[config.mk]
export PLATFORM = sky130hd
export DESIGN_NAME = sc_s2b_cnt
export DESIGN_NICKNAME = d
export VERILOG_FILES = /design/src/rtl/sc_s2b_cnt.sv
export SDC_FILE = /design/constraint.sdc
export NUM_CORES = 1
export LEC_CHECK = 0
export BUFFER_PORTS_ARGS = -buffer_cell sky130_fd_sc_hd__buf_4
export CAP_MARGIN = 20
export CORE_UTILIZATION = 30
export CTS_CLUSTER_DIAMETER = 150
export DETAILED_ROUTE_END_ITERATION = 10
export PLACE_DENSITY = 0.46
export SLEW_MARGIN = 20
export SYNTH_ARGS = -nofsm -noshare
export SYNTH_HDL_FRONTEND = slang
export SYNTH_SLANG_ARGS = --single-unit
export TNS_END_PERCENT = 100
[constraint.sdc]
create_clock -name clk -period 2.28 [get_ports clk]
set_clock_uncertainty 0.05 [all_clocks]
set_input_delay 0.114 -clock clk [delete_from_list [all_inputs] [get_ports clk]]
set_output_delay 0.114 -clock clk [all_outputs]
set_load 0.05 [all_outputs]
[src/rtl/sc_s2b_cnt.sv]
// sc_s2b_cnt: stochastic-to-binary converter; counts ones per stream over a 2^len window.
// Optional macro SC_S2B_ET_EN adds the len_sel port and the early-termination shifter.
module sc_s2b_cnt #(
    parameter int unsigned TW = 8,
    parameter int unsigned N  = 4
) (
    input  logic                    clk,
    input  logic                    rst,
    input  logic                    start,
`ifdef SC_S2B_ET_EN
    input  logic [$clog2(TW+1)-1:0] len_sel,
`endif
    input  logic [N-1:0]            Xs,
    input  logic                    in_valid,
    output logic                    in_ready,
    output logic [TW-1:0]           Zs [N],
    output logic                    out_valid,
    input  logic                    out_ready,
    output logic                    busy
);

    localparam int unsigned CW = TW + 1;
    localparam int unsigned LW = $clog2(TW + 1);

    typedef enum logic [1:0] {
        IDLE = 2'd0,
        RUN  = 2'd1,
        DONE = 2'd2
    } state_t;

    state_t        state;
    logic [CW-1:0] cnt      [N];
    logic [CW-1:0] cnt_fin  [N];
    logic [CW-1:0] shifted  [N];
    logic [TW-1:0] z_next   [N];
    logic [CW-1:0] acc;
    logic [CW-1:0] last_acc;
    logic          accept;
    logic [LW-1:0] len_q;

`ifdef SC_S2B_ET_EN
    logic [LW-1:0] len_clamp;

    assign len_clamp = (len_sel > LW'(TW)) ? LW'(TW) : len_sel;
`else
    assign len_q = LW'(TW);
`endif

    // Index of the final sample in the window (L-1)
    assign last_acc = CW'((CW'(1) << len_q) - CW'(1));
    assign accept   = (state == RUN) && in_valid;

    // Final count includes the sample accepted on the closing edge
    always_comb begin
        for (int unsigned j = 0; j < N; j++) begin
            cnt_fin[j] = cnt[j] + CW'(Xs[j]);
`ifdef SC_S2B_ET_EN
            shifted[j] = cnt_fin[j] << (LW'(TW) - len_q);
`else
            shifted[j] = cnt_fin[j];
`endif
            z_next[j]  = shifted[j][TW] ? {TW{1'b1}} : shifted[j][TW-1:0];
        end
    end

    always_ff @(posedge clk or posedge rst) begin
        if (rst) begin
            state     <= IDLE;
            acc       <= '0;
`ifdef SC_S2B_ET_EN
            len_q     <= LW'(TW);
`endif
            in_ready  <= 1'b0;
            out_valid <= 1'b0;
            busy      <= 1'b0;
            for (int unsigned j = 0; j < N; j++) begin
                cnt[j] <= '0;
                Zs[j]  <= '0;
            end
        end else begin
            case (state)
                IDLE: begin
                    if (start) begin
                        state    <= RUN;
                        acc      <= '0;
`ifdef SC_S2B_ET_EN
                        len_q    <= len_clamp;
`endif
                        in_ready <= 1'b1;
                        busy     <= 1'b1;
                        for (int unsigned j = 0; j < N; j++) begin
                            cnt[j] <= '0;
                        end
                    end
                end

                RUN: begin
                    if (accept) begin
                        acc <= acc + CW'(1);
                        for (int unsigned j = 0; j < N; j++) begin
                            cnt[j] <= cnt_fin[j];
                        end
                        if (acc == last_acc) begin
                            state     <= DONE;
                            in_ready  <= 1'b0;
                            out_valid <= 1'b1;
                            for (int unsigned j = 0; j < N; j++) begin
                                Zs[j] <= z_next[j];
                            end
                        end
                    end
                end

                DONE: begin
                    if (out_ready) begin
                        out_valid <= 1'b0;
                        if (start) begin
                            // Chain straight into the next window without an idle cycle
                            state    <= RUN;
                            acc      <= '0;
`ifdef SC_S2B_ET_EN
                            len_q    <= len_clamp;
`endif
                            in_ready <= 1'b1;
                            for (int unsigned j = 0; j < N; j++) begin
                                cnt[j] <= '0;
                            end
                        end else begin
                            state <= IDLE;
                            busy  <= 1'b0;
                        end
                    end
                end

                default: begin
                    state     <= IDLE;
                    in_ready  <= 1'b0;
                    out_valid <= 1'b0;
                    busy      <= 1'b0;
                end
            endcase
        end
    end

endmodule

---- After elaboration in Yosys (flattened, before gate mapping) ----
Cells that the tools add are included.
cells by class
  $add $sub $neg .......................... 5
  equality and inequality tests ........... 8
  bitwise logic cells ..................... 2
  mux-type cells .......................... 31
  reduce and logical (&&, ||, !) cells .... 9
operators with widths
  operator               count
  $mux W36               3
  $pmux W36 S3           1
  $add A9 B1 Y9          4
  $mux W8                4
  $mux W9                3
  $pmux W9 S3            1
  $reduce_and A4 Y1      3
  $mux W1                11
  $add A9 B1 Y9 const B  1
  $eq A9 B8 Y1 const B   1
  $pmux W1 S3            3
  $reduce_and A3 Y1      3
  $mux W2                4
  $ne A2 B2 Y1 const B   4
  $pmux W2 S3            1
  $reduce_bool A3 Y1     1
  $eq A2 B1 Y1 const B   1
  $eq A2 B2 Y1 const B   1
  $logic_not A2 Y1       1
  $ne A2 B1 Y1 const B   1
  $not A1 Y1             2
  $logic_and A1 B1 Y1    1
word-level totals
  bits of input ports ..................... 9
  flip-flop bits (word level) ............. 82

---- Longest topological paths before layout ----
  word-level depth ........................ 4
  mapped depth ............................ 9
  mapped depth without buffers ............ 8

---- Least setup slack after synthesis ----
Ideal clock, no wire load.
  kind .................................... register -> register
  start ................................... register acc[0]
  end ..................................... register Zs[0] in the netlist's numbering
  setup slack ............................. 0.461 ns
  arrival time ............................ 1.692 ns
  period minus slack after synthesis ...... 1.819 ns
  stages on the path, launching flop included .. 10
  required time ........................... 2.153 ns
  buffers on the path ..................... 1
  cells stage by stage .................... dfrtp_1 > ha_1 > nand3_1 > nor2_1 > ha_1 > nand2_1 > nor2_2 > clkbuf_1 > nor2_1 > a21oi_1
between the ends
  longest elaborated chain between the ends .. 2
ends and longest elaborated chain
  element                             line  source
  start: declaration                  36    logic [CW-1:0] acc;
  start signal: assignment            99    acc <= acc + CW'(1);
  $eq A9 B8 Y1                        103   if (acc == last_acc) begin
  $reduce_and A3 Y1 (no source line)  --
  end signal: indexed assignment      108   Zs[j] <= z_next[j];
  end: declaration                    16    output logic [TW-1:0] Zs [N],
No other way between the ends.
A chain may end at the register's enable or synchronous reset.

---- Worst setup path in the final report ----
  start ................................... register acc[0]
  end ..................................... register Zs[2] in the netlist's numbering
The elaborated chain is that of the path after synthesis.

==> flow_summary.yaml <==
outcome:
  outcome: "completed"
floorplanning:
  ios: 44
  start_util: 0.3082
  die_w_um: 116.1
  num_rows: 41
  core_um2: 12670
  die_height_um: 116.1
  die_area_um2: 13480
placement:
  place.gp.congestion: 0.7501
  io_buffer_count: 43
  placed_cells: 621
  hpwlAfterDp_um: 5445
  place_ws_ns: 0.05853
global_route:
  grt_pass1_wl_um: 14280
  track_usage: 0.1363
  grt_pass1_vias: 2854
  antenna_found_initial: 0
  grt_max_degree: 46
  grt.overflow.total: 0
timing:
  max_slew.worst_pin.slew_ns: 0.3443
  hold_viol: 0
  slew_headroom: 0.7704
  tns_ns: 0
  drv_slew: 0
  clock.fmax_ghz: 0.4917
  rsz0062_at_grt: "no"
  fin_crit_ns: 2.034
  finalCritPeriodShare: 0.8921
  finalSetupViolCount: 0
  hold-worst-slack_ns: 0.02097
  fin_ws_ns: 0.2461
logic_synthesis:
  synth_cell_types: 35
  synth_top_area_share: 0.5255
  ys_seq_area_frac: 0.5255
  syn_inst: 418
  synth_area_um2: 3905
  syn-num-nets: 437
  ys_warn_count: 0
  syn_avg_cell_area_um2: 9.342
  synth-seq-cells: 82
  synthTopCellsByArea: "dfrtp_1, nor2_1, o21ai_0"
  yosysTopAreaCell: "dfrtp_1"
critical_path:
  cp.required_ns: 2.44
  r2r_cells: 9
  critPathMaxFanout: 13
  endpoint_kind: "register"
  path_class: "reg2reg"
  start_kind: "register"
  arrival_ns: 2.20
finish:
  syn2layout_area_growth_pct: 24.29
  final_cell_mix: "dfrtp_1, nor2_1, buf_4"
  finalNonFillerCells: 640
  fin_util: 0.3830
  final_common_cell: "dfrtp_1"
  fin_nets: 482
  drive_gt1_frac: 0.1667
  fillers: 1306
  n_antenna_cell: 0
detailed_routing:
  drc: 0
  via_count: 3073
  totalWireLength_um: 8723
  drtIter0Drc: 104
  drtPass1Iterations: 4
  final_antenna_net_count: 0
  routedWlPerCell_um: 13.63
  vias_per_cell: 4.802
min_path:
  hp-class: "in2reg"
  holdPathStages: 4
cts:
  h-tree-depth: 3
  numCtsBuffers: 9
  clkLatencyLatePin_ns: 0.33
  cts_tree: "yes"
  clock_path_buffers: 2
  cts-root-buf: "clkbuf_16"
  clk_pin_slew_ns: 0.06
  clock-sinks: 82
run:
  maxCapViolations: 0
power:
  vdd_drop_max_v: 0.0004478
  power.leakage_nw: 2.210
  p_per_area_nw_per_um2: 782.5
[final timing paths]
check | startpoint | to | slack (ns)
worst max-delay path | acc[0]$_DFFE_PP0P_ | Zs[2]$_DFFE_PP0P_ | 0.25
worst min-delay path | out_ready | out_valid$_DFFE_PP0P_ | 0.02
worst max register to register | acc[0]$_DFFE_PP0P_ | Zs[2]$_DFFE_PP0P_ | 0.25
worst min register to register | acc[8]$_DFFE_PP0P_ | acc[8]$_DFFE_PP0P_ | 0.43
max in group asynchronous | rst | cnt[33]$_DFFE_PP0P_ | 1.29
min in group asynchronous | rst | out_valid$_DFFE_PP0P_ | 0.24
[registers in the layout (all words and copies together) (netlist names)]
name       count
out_valid      1
busy           1
Zs            32
acc            9
state          2
cnt           36
in_ready       1
[critical path, cell delays in order, from the launching register on]
cell	delay (ns)
dfrtp_1	0.38
ha_2	0.22
nand3_1	0.12
nor2_1	0.12
ha_1	0.20
nand2_1	0.13
nor2_4	0.14
buf_12	0.15
and3b_2	0.31
a21oi_1	0.09
[logic make-up (layout without fill, tap and decap cells)]
logic type	after synthesis	in the layout	synth area share
fa+ha+maj	10	10	0.03204
xor+xnor	28	28	0.06280
buf+inv	34	84	0.04037
compound gates	108	108	0.1554
flops	82	82	0.5255
simple gates	156	156	0.1839
[cell type report]
class,count,area [um2],area share
clock buffer,11,252.7,0.05208
multi-input combinational,302,1708,0.3519
inverter,15,57.56,0.01186
sequential,82,2052,0.4228
tap,172,215.2,0.04434
clock inverter,5,100.1,0.02062
timing repair buffer,53,467.9,0.09642
[routing by layer]
layer	part of all wire	GRT usage	wire (um)	up-vias
li1	-	-	-	1520
met1	0.52	0.1958	4518	1500
met2	0.44	0.2036	3809	44
met3	0.030	0.02387	260	9
met4	0.015	0.05385	135	0
met5	0	0	0	-
[Yosys cell counts, drive strengths merged]
master	n
nand2	36
o21bai	5
o22ai	7
and3	9
a31oi	1
clkbuf	7
and3b	5
dfrtp	82
nand3	17
and2	2
nor3	6
nand3b	2
or3	1
a22o	6
a21oi	42
o31ai	4
inv	15
or4	1
nand4b	1
or2	1
ha	10
nand4	6
xor2	8
xnor2	20
nor2b	1
buf	12
o21ai	43
nor2	65
nand2b	3
[report_power, final]
group	switching (mW)	internal (mW)	leakage (nW)	total (mW)
Combinational	0.229	0.168	0.929	0.397
Sequential	0.127	1.57	1.11	1.70
Clock	0.573	1.13	0.176	1.70
Total	0.930	2.87	2.21	3.80
[per-stage QoR]
| step | cell area (um2) | power [mW] |
|---|---|---|
| after floorplan | 3905 | 1.995 |
| after global placement | 4446 | 2.112 |
| after detailed placement | 4446 | 2.124 |
| after CTS | 4808 | 3.843 |
| after global routing | 4853 | 3.988 |
| final | 4853 | 3.798 |
[repair_timing]
item	in CTS	in global routing
hold buffers	1	0
gates resized for setup	0	6
setup buffers	0	1
hold endpoints to repair	15	0
setup endpoints to repair	0	32
Note: power is estimated with default switching activity, not from simulation.
